<file path="src/rtl/channel_mux_pkg.sv">
// ============================================================================
// Module      : channel_mux_pkg
// Description : Shared types and constants for the channel scheduler and the
//               channel multiplexer it serves.
// Revision    : 1.0 - initial release
// ============================================================================
`default_nettype none

package channel_mux_pkg;

    typedef enum logic [1:0] {
        ST_IDLE   = 2'd0,
        ST_OFFER  = 2'd1,
        ST_ACTIVE = 2'd2
    } sched_state_t;

    localparam int          DEFAULT_QUOTA          = 32;
    localparam logic [15:0] CONTROL_WORD           = 16'hc001;
    localparam logic [7:0]  CHANNEL_NUMBER_CONTROL = 8'hab;

endpackage

`default_nettype wire

</file>
<file path="src/rtl/rr_picker.sv">
// ============================================================================
// Module      : rr_picker
// Description : Combinational round-robin picker; returns the first eligible
//               channel at or after ptr, wrapping modulo CHANN.
// Revision    : 1.0 - initial release
// ============================================================================
`default_nettype none

module rr_picker #(
    parameter  int CHANN = 8,
    localparam int CH_W  = (CHANN > 1) ? $clog2(CHANN) : 1
) (
    input  logic [CHANN-1:0] eligible,
    input  logic [CH_W-1:0]  ptr,
    output logic             found,
    output logic [CH_W-1:0]  index
);

    logic [CHANN-1:0] w_rot;
    logic [CH_W:0]    w_sum;

    // Rotate so that bit 0 corresponds to the channel at ptr.
    assign w_rot = CHANN'({eligible, eligible} >> ptr);

    always_comb begin
        found = 1'b0;
        w_sum = '0;
        // Descending scan: the lowest rotated position is the last to write.
        for (int i = CHANN - 1; i >= 0; i--) begin
            if (w_rot[i]) begin
                found = 1'b1;
                w_sum = {1'b0, ptr} + (CH_W + 1)'(i);
            end
        end
        if (w_sum >= (CH_W + 1)'(CHANN)) begin
            w_sum = w_sum - (CH_W + 1)'(CHANN);
        end
        index = w_sum[CH_W-1:0];
    end

endmodule

`default_nettype wire

</file>
<file path="src/rtl/channel_scheduler.sv">
// ============================================================================
// Module      : channel_scheduler
// Description : Round-robin burst scheduler with per-channel quota table;
//               offers one channel at a time and tracks the accepted burst.
// Revision    : 1.0 - initial release
// ============================================================================
`default_nettype none

module channel_scheduler
    import channel_mux_pkg::*;
#(
    parameter  int CHANN         = 8,
    parameter  int QUOTA_W       = 8,
    parameter  int DEFAULT_QUOTA = channel_mux_pkg::DEFAULT_QUOTA,
    localparam int CH_W          = (CHANN > 1) ? $clog2(CHANN) : 1
) (
    input  logic               clk,
    input  logic               com_rst,
    input  logic [CHANN-1:0]   req,
    input  logic               cfg_we,
    input  logic [CH_W-1:0]    cfg_chan,
    input  logic [QUOTA_W-1:0] cfg_quota,
    output logic               grant_valid,
    input  logic               grant_ready,
    output logic [CH_W-1:0]    grant_chan,
    output logic [QUOTA_W-1:0] grant_quota,
    input  logic               beat,
    input  logic               release_req,
    output logic               burst_active,
    output logic [QUOTA_W-1:0] remaining
);

    localparam logic [QUOTA_W-1:0] c_q_one   = QUOTA_W'(1);
    localparam logic [QUOTA_W-1:0] c_q_rst   = QUOTA_W'(DEFAULT_QUOTA);
    localparam logic [CH_W-1:0]    c_ch_one  = CH_W'(1);
    localparam logic [CH_W-1:0]    c_ch_last = CH_W'(CHANN - 1);

    sched_state_t       r_state;
    sched_state_t       w_state_next;
    logic [CH_W-1:0]    r_grant_chan;
    logic [CH_W-1:0]    w_chan_next;
    logic [QUOTA_W-1:0] r_grant_quota;
    logic [QUOTA_W-1:0] w_gq_next;
    logic [QUOTA_W-1:0] r_remaining;
    logic [QUOTA_W-1:0] w_rem_next;
    logic [CH_W-1:0]    r_last_grant;
    logic [CH_W-1:0]    w_last_next;
    logic [QUOTA_W-1:0] r_quota [CHANN];

    logic [CHANN-1:0]   w_eligible;
    logic [CH_W-1:0]    w_ptr;
    logic               w_found;
    logic [CH_W-1:0]    w_pick;

    // Quota table: one flop row per channel; out-of-range indices match no row.
    for (genvar gi = 0; gi < CHANN; gi++) begin : g_quota
        always_ff @(posedge clk or posedge com_rst) begin
            if (com_rst) begin
                r_quota[gi] <= c_q_rst;
            end else if (cfg_we && (cfg_chan == CH_W'(gi))) begin
                r_quota[gi] <= cfg_quota;
            end
        end

        assign w_eligible[gi] = req[gi] && (r_quota[gi] != '0);
    end

    assign w_ptr = (r_last_grant == c_ch_last) ? '0 : r_last_grant + c_ch_one;

    rr_picker #(
        .CHANN    (CHANN)
    ) u_rr_picker (
        .eligible (w_eligible),
        .ptr      (w_ptr),
        .found    (w_found),
        .index    (w_pick)
    );

    always_comb begin
        w_state_next = r_state;
        w_chan_next  = r_grant_chan;
        w_gq_next    = r_grant_quota;
        w_rem_next   = r_remaining;
        w_last_next  = r_last_grant;
        case (r_state)
            ST_IDLE: begin
                if (w_found) begin
                    w_state_next = ST_OFFER;
                    w_chan_next  = w_pick;
                    w_gq_next    = r_quota[w_pick];
                end
            end
            ST_OFFER: begin
                if (grant_ready) begin
                    w_state_next = ST_ACTIVE;
                    w_rem_next   = r_grant_quota;
                    w_last_next  = r_grant_chan;
                end
            end
            ST_ACTIVE: begin
                if (beat && (r_remaining != '0)) begin
                    w_rem_next = r_remaining - c_q_one;
                end
                // A beat coinciding with release is counted, then the burst closes.
                if (release_req || (beat && (r_remaining == c_q_one))) begin
                    w_state_next = ST_IDLE;
                    w_rem_next   = '0;
                end
            end
            default: begin
                w_state_next = ST_IDLE;
            end
        endcase
    end

    always_ff @(posedge clk or posedge com_rst) begin
        if (com_rst) begin
            r_state       <= ST_IDLE;
            r_grant_chan  <= '0;
            r_grant_quota <= '0;
            r_remaining   <= '0;
            r_last_grant  <= c_ch_last;
        end else begin
            r_state       <= w_state_next;
            r_grant_chan  <= w_chan_next;
            r_grant_quota <= w_gq_next;
            r_remaining   <= w_rem_next;
            r_last_grant  <= w_last_next;
        end
    end

    assign grant_valid  = (r_state == ST_OFFER);
    assign burst_active = (r_state == ST_ACTIVE);
    assign grant_chan   = r_grant_chan;
    assign grant_quota  = r_grant_quota;
    assign remaining    = r_remaining;

endmodule

`default_nettype wire

</file>
<file path="config.mk">
export PLATFORM = sky130hd
export DESIGN_NAME = channel_scheduler
export DESIGN_NICKNAME = d
export VERILOG_FILES = /design/src/rtl/channel_mux_pkg.sv /design/src/rtl/rr_picker.sv /design/src/rtl/channel_scheduler.sv
export SDC_FILE = /design/constraint.sdc
export NUM_CORES = 1
export LEC_CHECK = 0
export ABC_AREA = 1
export BUFFER_PORTS_ARGS = -buffer_cell sky130_fd_sc_hd__buf_2
export CORE_MARGIN = 10
export CORE_UTILIZATION = 65
export DETAILED_ROUTE_END_ITERATION = 10
export PLACE_DENSITY = 0.86
export SLEW_MARGIN = 30
export SYNTH_ARGS = -nofsm -noshare
export SYNTH_HDL_FRONTEND = slang
export SYNTH_HIERARCHICAL = 1
export SYNTH_SLANG_ARGS = --single-unit
</file>
<file path="constraint.sdc">
create_clock -name clk -period 7.2 [get_ports clk]
set_input_delay 1.08 -clock clk [delete_from_list [all_inputs] [get_ports clk]]
set_output_delay 1.08 -clock clk [all_outputs]
set_load 0.01 [all_outputs]
</file>
==> flow_summary.ini <==
[die]
dieArea_mm2 = 0.0118
io_pins = 46
die_h_um = 109
placement_rows = 32
coreArea_mm2 = 0.00769
start_util_pct = 66.3
die-width_um = 109

[final_layout]
fillers = 629
area.growth.synth_to_final_pct = 9.29
fin_cells = 816
nNetsFinal = 746
n_antenna_cell = 0
drive_above_1_share_pct = 17.5
post-route-util_pct = 72.4

[worst_setup_path]
endpoint_kind = register
crit_arrival_ns = 4.76
required_ns = 7.44
start_kind = register
crit_fanout = 33
r2r_cells = 18
crit_type = register to register

[sta]
fin_ws_ns = 2.68
finalSetupViolCount = 0
fmax_ghz = 0.221
worst_pin_slew_ns = 0.881
drv_slew = 0
hold_viol_final = 0
finalClockSkew_ns = 0.00921
max_slew_margin_pct = 41.2
post-route-period-util_pct = 62.8
rsz0062_at_grt = false
finalCriticalPeriod_ns = 4.52
fin_setup_tns_ns = 0

[placement]
portBuffers = 45
globalplace.congestion = 1.02
dp.cells = 801
dp_hpwl_mm = 10.1
post-place-ws_ns = 2.53

[flow_run]
drv_cap = 0

[clocking]
worstSkewPairLatency_ns = 0.36
cts_sinks = 88
postCtsSetupBuffers = 0
root_buffer = clkbuf_8
clockBufferDepth = 2
htreeDepth = 3
cts_tree = yes
clk_pin_slew_ns = 0.08
cts_hold_buf = 0
cts_resized = 0
cts_buffers = 9

[logic_synthesis]
ys_ff_latch = 88
netlist_instances = 674
synth_warnings = 6
synth_cell_types = 36
synth-seq-area-share_pct = 43.5
syn_avg_cell_area_um2 = 7.56
syn_area_mm2 = 0.00509
synth_nets = 710

[drt]
ant_nets = 0
drcViolationCount = 0
drtIter0Drc = 522
via_per_inst = 5.97
wirelength_mm = 14.0
num_vias = 4872
avgRoutedWirePerCell_um = 17.1
firstDrtPassIters = 5

[global_route]
grt_max_degree = 89
antenna_found_initial = 0
grt_pass1_wl_mm = 22.3
grt_pass1_vias = 4509
grt-ovfl-total = 0
track_usage_pct = 23.8

[min_path]
hold_path.class = register to register
min_path_cells = 2

[outcome]
status = completed
[stage by stage]
stage / instance area, um2 / hold slack [ns]
6_report: 5570 / 0.482
5_1_grt: 5570 / 0.503
4_1_cts: 5560 / 0.486
3_5_place_dp: 5350 / 0.473
3_3_place_gp: 5340 / 0.464
2_1_floorplan: 5090 / 0.450
[flip-flops by register name, summed over array words and instances (netlist names)]
name          flops
r_last_grant      3
grant_chan        3
r_quota          64
grant_quota       8
remaining         8
r_state           2
[Yosys cell counts, drive strengths merged]
library cell  instances  area (um2)
a211oi                1        7.51
a21boi                8        60.1
a21oi                 9        48.8
buf                  13        82.6
bufinv                1        17.5
clkbuf                8        30.0
dfrtp                77        1930
dfstp                11         289
ha                   11         138
inv                  59         231
nand2               210         851
nand3                42         250
nand4                 4        25.0
nor2                 63         267
nor3                  5        41.3
nor4                 14        87.6
o21a                  1        7.51
o21ai               115         583
o22ai                17         106
xnor2                 3        26.3
xor2                  2        17.5
[kinds of logic (layout without fill, tap and decap cells)]
logic type	count (synthesis)	count (layout)	share of synthesized area (%)
and+or+nand+nor	338	338	29.9
adders and majority gates	11	11	2.70
DFF	88	88	43.5
xor gates and xnor gates	5	5	0.860
buffers and inverters	81	121	7.10
AOI/OAI and AO/OA	151	151	16.0
[layout by cell type, fill, tap and decap left out, types with 2 or more instances in the layout]
cell type	n
a21boi_0	8
a21oi_1	8
buf_2	45
bufinv_16	2
clkbuf_8	9
clkinv_2	2
dfrtp_1	77
dfstp_2	11
ha_1	11
inv_1	49
inv_2	7
inv_6	2
nand2_1	193
nand2_2	13
nand2_4	4
nand3_1	34
nand3_2	8
nand4_1	4
nor2_1	51
nor2_2	11
nor3_1	3
nor4_1	14
o21ai_0	108
o21ai_1	5
o21ai_2	2
o22ai_1	17
xnor2_1	3
xor2_1	2
[worst max-delay path, cell delays in order, from the launching register on]
cell and delay [ns]:
dfstp_2 0.39, ha_1 0.20, ha_1 0.21, nor2_2 0.55
inv_2 0.27, nand3_1 0.19, nand3_1 0.09, nand2_1 0.13
nand2_1 0.08, a21oi_1 0.14, nor2_1 0.06, nor2_2 0.08
o21ai_1 0.06, inv_1 0.64, inv_1 0.66, o21ai_0 0.34
o22ai_1 0.12, nand2_1 0.09, nand3_1 0.07
[path summary, 6_finish.rpt]
kind | start | end | slack, ns
setup / recovery | r_last_grant[0] | grant_quota[0] | 2.68
min in group asynchronous | com_rst | r_quota[1] | 0.90
hold reg to reg | r_last_grant[1] | r_last_grant[1] | 0.48
setup reg to reg | r_last_grant[0] | grant_quota[0] | 2.68
hold / removal | r_last_grant[1] | r_last_grant[1] | 0.48
max in group asynchronous | com_rst | r_quota[25] | 5.74
[final cells by class]
class	count	area (um2)	share of cell area, %
multi-input cells	505	2520	45.3
flip-flops and latches	88	2220	39.8
inverters	60	250	4.50
repair buffers	46	236	4.25
well taps	102	128	2.29
clock buffers	9	124	2.23
clock inverters	6	91.3	1.64
[metal layers]
metal  vias to the layer above  routed length [um]  track usage, %
met5                         -                   0               0
met4                         0                 527            11.4
met3                        41                1170            4.05
met2                       249                6550            37.5
met1                      2279                5710            31.1
li1                       2303                   -               -
Power is left out: the tool's default activity adds up to more than one toggle a clock period on the data nets, which glitch-free logic cannot reach.
